`config.mk`:
```
export PLATFORM = sky130hd
export DESIGN_NAME = mem_arbiter
export DESIGN_NICKNAME = d
export VERILOG_FILES = /design/src/rtl/mem_arbiter.sv
export SDC_FILE = /design/constraint.sdc
export NUM_CORES = 1
export LEC_CHECK = 0
export BUFFER_PORTS_ARGS = -buffer_cell sky130_fd_sc_hd__buf_2
export CAP_MARGIN = 20
export CORE_UTILIZATION = 41
export DETAILED_ROUTE_END_ITERATION = 12
export PLACE_DENSITY = 0.84
export SLEW_MARGIN = 10
export SYNTH_ARGS = -nofsm -noshare
export SYNTH_HDL_FRONTEND = slang
export SYNTH_SLANG_ARGS = --single-unit
export TNS_END_PERCENT = 50
```
`constraint.sdc`:
```
create_clock -name clk -period 1.45 [get_ports clk]
set_input_delay 0.145 -clock clk [delete_from_list [all_inputs] [get_ports clk]]
set_output_delay 0.145 -clock clk [all_outputs]
set_load 0.01 [all_outputs]
```
`src/rtl/mem_arbiter.sv`:
```
// Arbiter sharing one single-ported memory between fetch and load/store requesters.
// Optional performance counters are enabled by defining MEM_ARB_PERF_EN.
module mem_arbiter #(
    parameter int unsigned ADDR_W          = 32,
    parameter int unsigned DATA_W          = 32,
    parameter int unsigned MAX_DATA_STREAK = 4
) (
    input  logic                clk,
    input  logic                rst_n,
    input  logic                if_req,
    input  logic [ADDR_W-1:0]   if_addr,
    output logic [DATA_W-1:0]   if_rdata,
    output logic                if_ack,
    input  logic                d_req,
    input  logic                d_we,
    input  logic [ADDR_W-1:0]   d_addr,
    input  logic [DATA_W-1:0]   d_wdata,
    input  logic [DATA_W/8-1:0] d_be,
    output logic [DATA_W-1:0]   d_rdata,
    output logic                d_ack,
    output logic                mem_req,
    output logic                mem_we,
    output logic [ADDR_W-1:0]   mem_addr,
    output logic [DATA_W-1:0]   mem_wdata,
    output logic [DATA_W/8-1:0] mem_be,
    input  logic [DATA_W-1:0]   mem_rdata,
    input  logic                mem_ready,
    output logic                busy
`ifdef MEM_ARB_PERF_EN
    ,
    output logic [31:0]         perf_if_grants,
    output logic [31:0]         perf_d_grants,
    output logic [31:0]         perf_conflicts
`endif
);

    localparam int unsigned BE_W      = DATA_W / 8;
    localparam logic [3:0] STREAK_MAX = 4'(MAX_DATA_STREAK);

    typedef enum logic [1:0] {IDLE, BUSY_IF, BUSY_D, RESP} state_t;

    state_t              state_q, state_d;
    logic [3:0]          streak_q, streak_d;
    logic                mem_req_q, mem_req_d;
    logic                mem_we_q, mem_we_d;
    logic [ADDR_W-1:0]   mem_addr_q, mem_addr_d;
    logic [DATA_W-1:0]   mem_wdata_q, mem_wdata_d;
    logic [BE_W-1:0]     mem_be_q, mem_be_d;
    logic [DATA_W-1:0]   if_rdata_q, if_rdata_d;
    logic [DATA_W-1:0]   d_rdata_q, d_rdata_d;
    logic                if_ack_q, if_ack_d;
    logic                d_ack_q, d_ack_d;
    logic                grant_if, grant_d;

    always_comb begin
        state_d     = state_q;
        streak_d    = streak_q;
        mem_req_d   = mem_req_q;
        mem_we_d    = mem_we_q;
        mem_addr_d  = mem_addr_q;
        mem_wdata_d = mem_wdata_q;
        mem_be_d    = mem_be_q;
        if_rdata_d  = if_rdata_q;
        d_rdata_d   = d_rdata_q;
        if_ack_d    = 1'b0;
        d_ack_d     = 1'b0;
        grant_if    = 1'b0;
        grant_d     = 1'b0;
        case (state_q)
            IDLE: begin
                // Data wins unless it has already taken STREAK_MAX grants past a waiting fetch.
                if (d_req && (!if_req || streak_q != STREAK_MAX)) begin
                    grant_d     = 1'b1;
                    state_d     = BUSY_D;
                    mem_req_d   = 1'b1;
                    mem_we_d    = d_we;
                    mem_addr_d  = d_addr;
                    mem_wdata_d = d_wdata;
                    mem_be_d    = d_be;
                    if (!if_req)
                        streak_d = '0;
                    else if (streak_q != STREAK_MAX)
                        streak_d = streak_q + 4'd1;
                end else if (if_req) begin
                    grant_if    = 1'b1;
                    state_d     = BUSY_IF;
                    mem_req_d   = 1'b1;
                    mem_we_d    = 1'b0;
                    mem_addr_d  = if_addr;
                    mem_wdata_d = '0;
                    mem_be_d    = '1;
                    streak_d    = '0;
                end
            end
            BUSY_IF: begin
                if (mem_ready) begin
                    if_rdata_d = mem_rdata;
                    if_ack_d   = 1'b1;
                    mem_req_d  = 1'b0;
                    mem_we_d   = 1'b0;
                    state_d    = RESP;
                end
            end
            BUSY_D: begin
                if (mem_ready) begin
                    if (!mem_we_q)
                        d_rdata_d = mem_rdata;
                    d_ack_d   = 1'b1;
                    mem_req_d = 1'b0;
                    mem_we_d  = 1'b0;
                    state_d   = RESP;
                end
            end
            RESP:    state_d = IDLE;
            default: state_d = IDLE;
        endcase
    end

    always_ff @(posedge clk) begin
        if (!rst_n) begin
            state_q     <= IDLE;
            streak_q    <= '0;
            mem_req_q   <= 1'b0;
            mem_we_q    <= 1'b0;
            mem_addr_q  <= '0;
            mem_wdata_q <= '0;
            mem_be_q    <= '0;
            if_rdata_q  <= '0;
            d_rdata_q   <= '0;
            if_ack_q    <= 1'b0;
            d_ack_q     <= 1'b0;
        end else begin
            state_q     <= state_d;
            streak_q    <= streak_d;
            mem_req_q   <= mem_req_d;
            mem_we_q    <= mem_we_d;
            mem_addr_q  <= mem_addr_d;
            mem_wdata_q <= mem_wdata_d;
            mem_be_q    <= mem_be_d;
            if_rdata_q  <= if_rdata_d;
            d_rdata_q   <= d_rdata_d;
            if_ack_q    <= if_ack_d;
            d_ack_q     <= d_ack_d;
        end
    end

    assign mem_req   = mem_req_q;
    assign mem_we    = mem_we_q;
    assign mem_addr  = mem_addr_q;
    assign mem_wdata = mem_wdata_q;
    assign mem_be    = mem_be_q;
    assign if_rdata  = if_rdata_q;
    assign d_rdata   = d_rdata_q;
    assign if_ack    = if_ack_q;
    assign d_ack     = d_ack_q;
    assign busy      = (state_q != IDLE);

`ifdef MEM_ARB_PERF_EN
    logic [31:0] perf_if_q, perf_if_d;
    logic [31:0] perf_d_q, perf_d_d;
    logic [31:0] perf_cf_q, perf_cf_d;
    logic        if_wait, d_wait;

    always_comb begin
        // A requester is served while its transaction is in flight or being acknowledged.
        if_wait   = if_req && !grant_if && (state_q != BUSY_IF) && !(state_q == RESP && if_ack_q);
        d_wait    = d_req && !grant_d && (state_q != BUSY_D) && !(state_q == RESP && d_ack_q);
        perf_if_d = perf_if_q + {31'd0, grant_if};
        perf_d_d  = perf_d_q + {31'd0, grant_d};
        perf_cf_d = perf_cf_q + {31'd0, (if_wait || d_wait)};
    end

    always_ff @(posedge clk) begin
        if (!rst_n) begin
            perf_if_q <= '0;
            perf_d_q  <= '0;
            perf_cf_q <= '0;
        end else begin
            perf_if_q <= perf_if_d;
            perf_d_q  <= perf_d_d;
            perf_cf_q <= perf_cf_d;
        end
    end

    assign perf_if_grants = perf_if_q;
    assign perf_d_grants  = perf_d_q;
    assign perf_conflicts = perf_cf_q;
`endif

endmodule
```
==> results.cfg <==
[critical_path]
crit_arrival_ps = 1850
max_stage_delay_ps = 330
cp_top_family = simple AND/OR/NAND/NOR gates
critPathMaxFanout = 6
r2r_slack_ps = -50
worst-setup-path-type = reg2reg
crit_path_end_kind = flop
critPathRequiredTime_ps = 1800
path_buf_inv = 2
cp-start-kind = flop
critical-path-slowest-cell = dfxtp_2
cp_cell_sequence = inv_2 -> ha_4 -> nand4b_1 -> and2_4 -> buf_6 -> a211o_1 -> a21oi_1

[sta]
clock_skew_ps = 14.6
fin_crit_sh_pct = 103
fin_setup_tns_ps = -485
fin_ws_ps = -46.9
timing.fmax_mhz = 668
fin_crit_ps = 1500
whs_ps = 3.28
max_slew_margin_pct = 72.1
rsz0062_at_grt = true
finalMaxSlewViolations = 0
hold_viol_final = 0
setup_viol = 22
worstMarginPinSlew_ps = 418

[global_routing]
grt_pass1_wl_mm = 30.7
antenna_found_initial = 2
grt_usage_pct = 29.8
grt_pass1_vias = 6332
overflow = 0
grt_max_degree = 40

[die]
design.core.area_um2 = 12600
dieHeight_um = 116
die_w_um = 116
start_util_pct = 42.1
rows = 41
num_io_pins = 275
dieArea_um2 = 13400

[detailed_routing]
wl_per_cell_um = 17.6
drc = 0
first_iter_violations = 716
wirelength_mm = 22.0
post_drt_via_cell_ratio = 5.36
vias = 6722
antenna_left = 0
dr.pass1.iters = 5

[synthesis]
synth-seq-area-share_pct = 53.5
synth_seq_cells = 142
syn-cell-area_um2 = 5310
ys_types = 25
yosysWarningCount = 0
avgSynthCellArea_um2 = 7.77
async_reset_ff_share_pct = 0
yosys_most_used_dff = dfxtp_1
synth_edf_count = 0
syn_inst = 683
syn-num-nets = 827

[clocking]
cts_root_buffer = clkbuf_16
cts_buffer_depth = 2
clk_latency_ps = 420
cts.sinks = 142
tritoncts = yes
clk_pin_slew_worst_paths_ps = 60
htreeDepth = 4
cts_buffers = 17

[power]
power_density_nw_per_um2 = 1630
ir_drop_mv = 1.02
p_leak_nw = 4.11
p_total_w = 0.0151

[placed_design]
post-place-ws_ps = -143
place_congestion = 0.873
port_buffers = 274
place_area_um2 = 7080
hpwlAfterDp_mm = 10.9

[cells_and_area]
nNetsFinal = 1211
layout-drive-gt1-share_pct = 39.1
filler_cell_count = 808
syn_to_final_growth_pct = 74.7
postLayoutCellArea_um2 = 9280

[job]
max_cap_violations = 0

[outcome]
violations = setup timing
outcome = complete, but fails checks

[min_path]
min_path_type = in2reg
[cells in the final DEF (no fill, tap or decap), types with 18 or more instances in the layout]
cell           synthesis  final
nand3_1               34     34
nand2_1              198    195
a21oi_2                0     37
buf_2                 11    273
dfxtp_1              142    138
buf_4                  0     18
o21ai_1                1     22
dlygate4sd3_1          0    103
a21oi_1              172    132
clkbuf_16              0     21
[kinds of logic after synthesis]
logic type      after synthesis  synth area share [%]
simple gates                254                  19.3
buf+inv                      63                  4.71
compound gates              218                  21.0
fa+ha+maj                     6                  1.41
flops                       142                  53.5
[sequential cells by signal (all words and copies together), names as in the netlist]
name       flops
streak_q       4
d_ack          1
state_q        2
mem_req        1
mem_we         1
mem_wdata     32
mem_addr      32
if_ack         1
mem_be         4
if_rdata      32
d_rdata       32
[metal layers]
layer / wire [µm] / GRT usage, % / up-vias
li1: - / - / 3063
met1: 8130 / 32.4 / 3098
met2: 11100 / 50.4 / 443
met3: 1640 / 8.73 / 118
met4: 1160 / 19.9 / 0
met5: 0 / 0 / -
[worst register-to-register path, stage by stage, from the launching register on]
cell and delay (ps):
dfxtp_2 330, inv_2 70, ha_4 130, nand4b_1 150, and2_4 250, buf_6 130
a211o_1 250, a21oi_1 120
[synth_stat cells, types with 2 or more instances]
cell / number / share of area (%)
o21ai_0: 39 / 3.7
a21oi_1: 172 / 16
ha_1: 6 / 1.4
and2_1: 3 / 0.35
inv_1: 7 / 0.50
buf_2: 11 / 1.0
nor2_1: 13 / 0.92
nand3_1: 34 / 3.2
clkbuf_1: 40 / 2.8
dfxtp_1: 142 / 54
nand4b_1: 2 / 0.33
buf_1: 4 / 0.28
nand2_1: 198 / 14
[report_power, final]
group | switching [W] | leakage [nW] | internal, W | total (W)
clock | 0.00176 | 0.279 | 0.00280 | 0.00455
sequential | 0.000389 | 1.16 | 0.00459 | 0.00498
combinational | 0.00313 | 2.67 | 0.00246 | 0.00559
[through the flow]
step                      cells  utilization, %
final                      1254            73.5
after global routing       1254            73.5
after CTS                  1244            70.9
after detailed placement   1102            56.1
after global placement     1102            56.1
after floorplan             683               -
[cell type report]
type,instances,area [µm²],share of cell area [%]
Inverter,8,33.8,0.364
Antenna cell,2,5.00,0.0540
Clock inverter,13,165,1.78
Sequential cell,142,2850,30.7
Multi-Input combinational cell,478,2510,27.1
Tap cell,172,215,2.32
Clock buffer,19,453,4.88
Timing Repair Buffer,420,3040,32.8
[repair_timing]
action / CTS / global route
cloned: 3 / 5
pin swaps: 7 / 10
gates resized for setup: 39 / 75
setup endpoints to repair: 72 / 106
endpoints found under the hold margin: 131 / 0
buffers inserted: 4 / 6
hold buffers: 103 / 0
[worst paths after layout]
check,startpoint,end,cells past startpoint
setup / recovery,streak_q[0]$_SDFFE_PN0P_,state_q[0]$_SDFFE_PN0P_,7
hold / removal,d_addr[3],mem_addr[3]$_SDFFE_PN0P_,3
hold reg to reg,mem_wdata[5]$_SDFFE_PN0P_,mem_wdata[5]$_SDFFE_PN0P_,2
setup reg to reg,streak_q[0]$_SDFFE_PN0P_,state_q[0]$_SDFFE_PN0P_,7
Note: power is estimated with default switching activity, not from simulation.
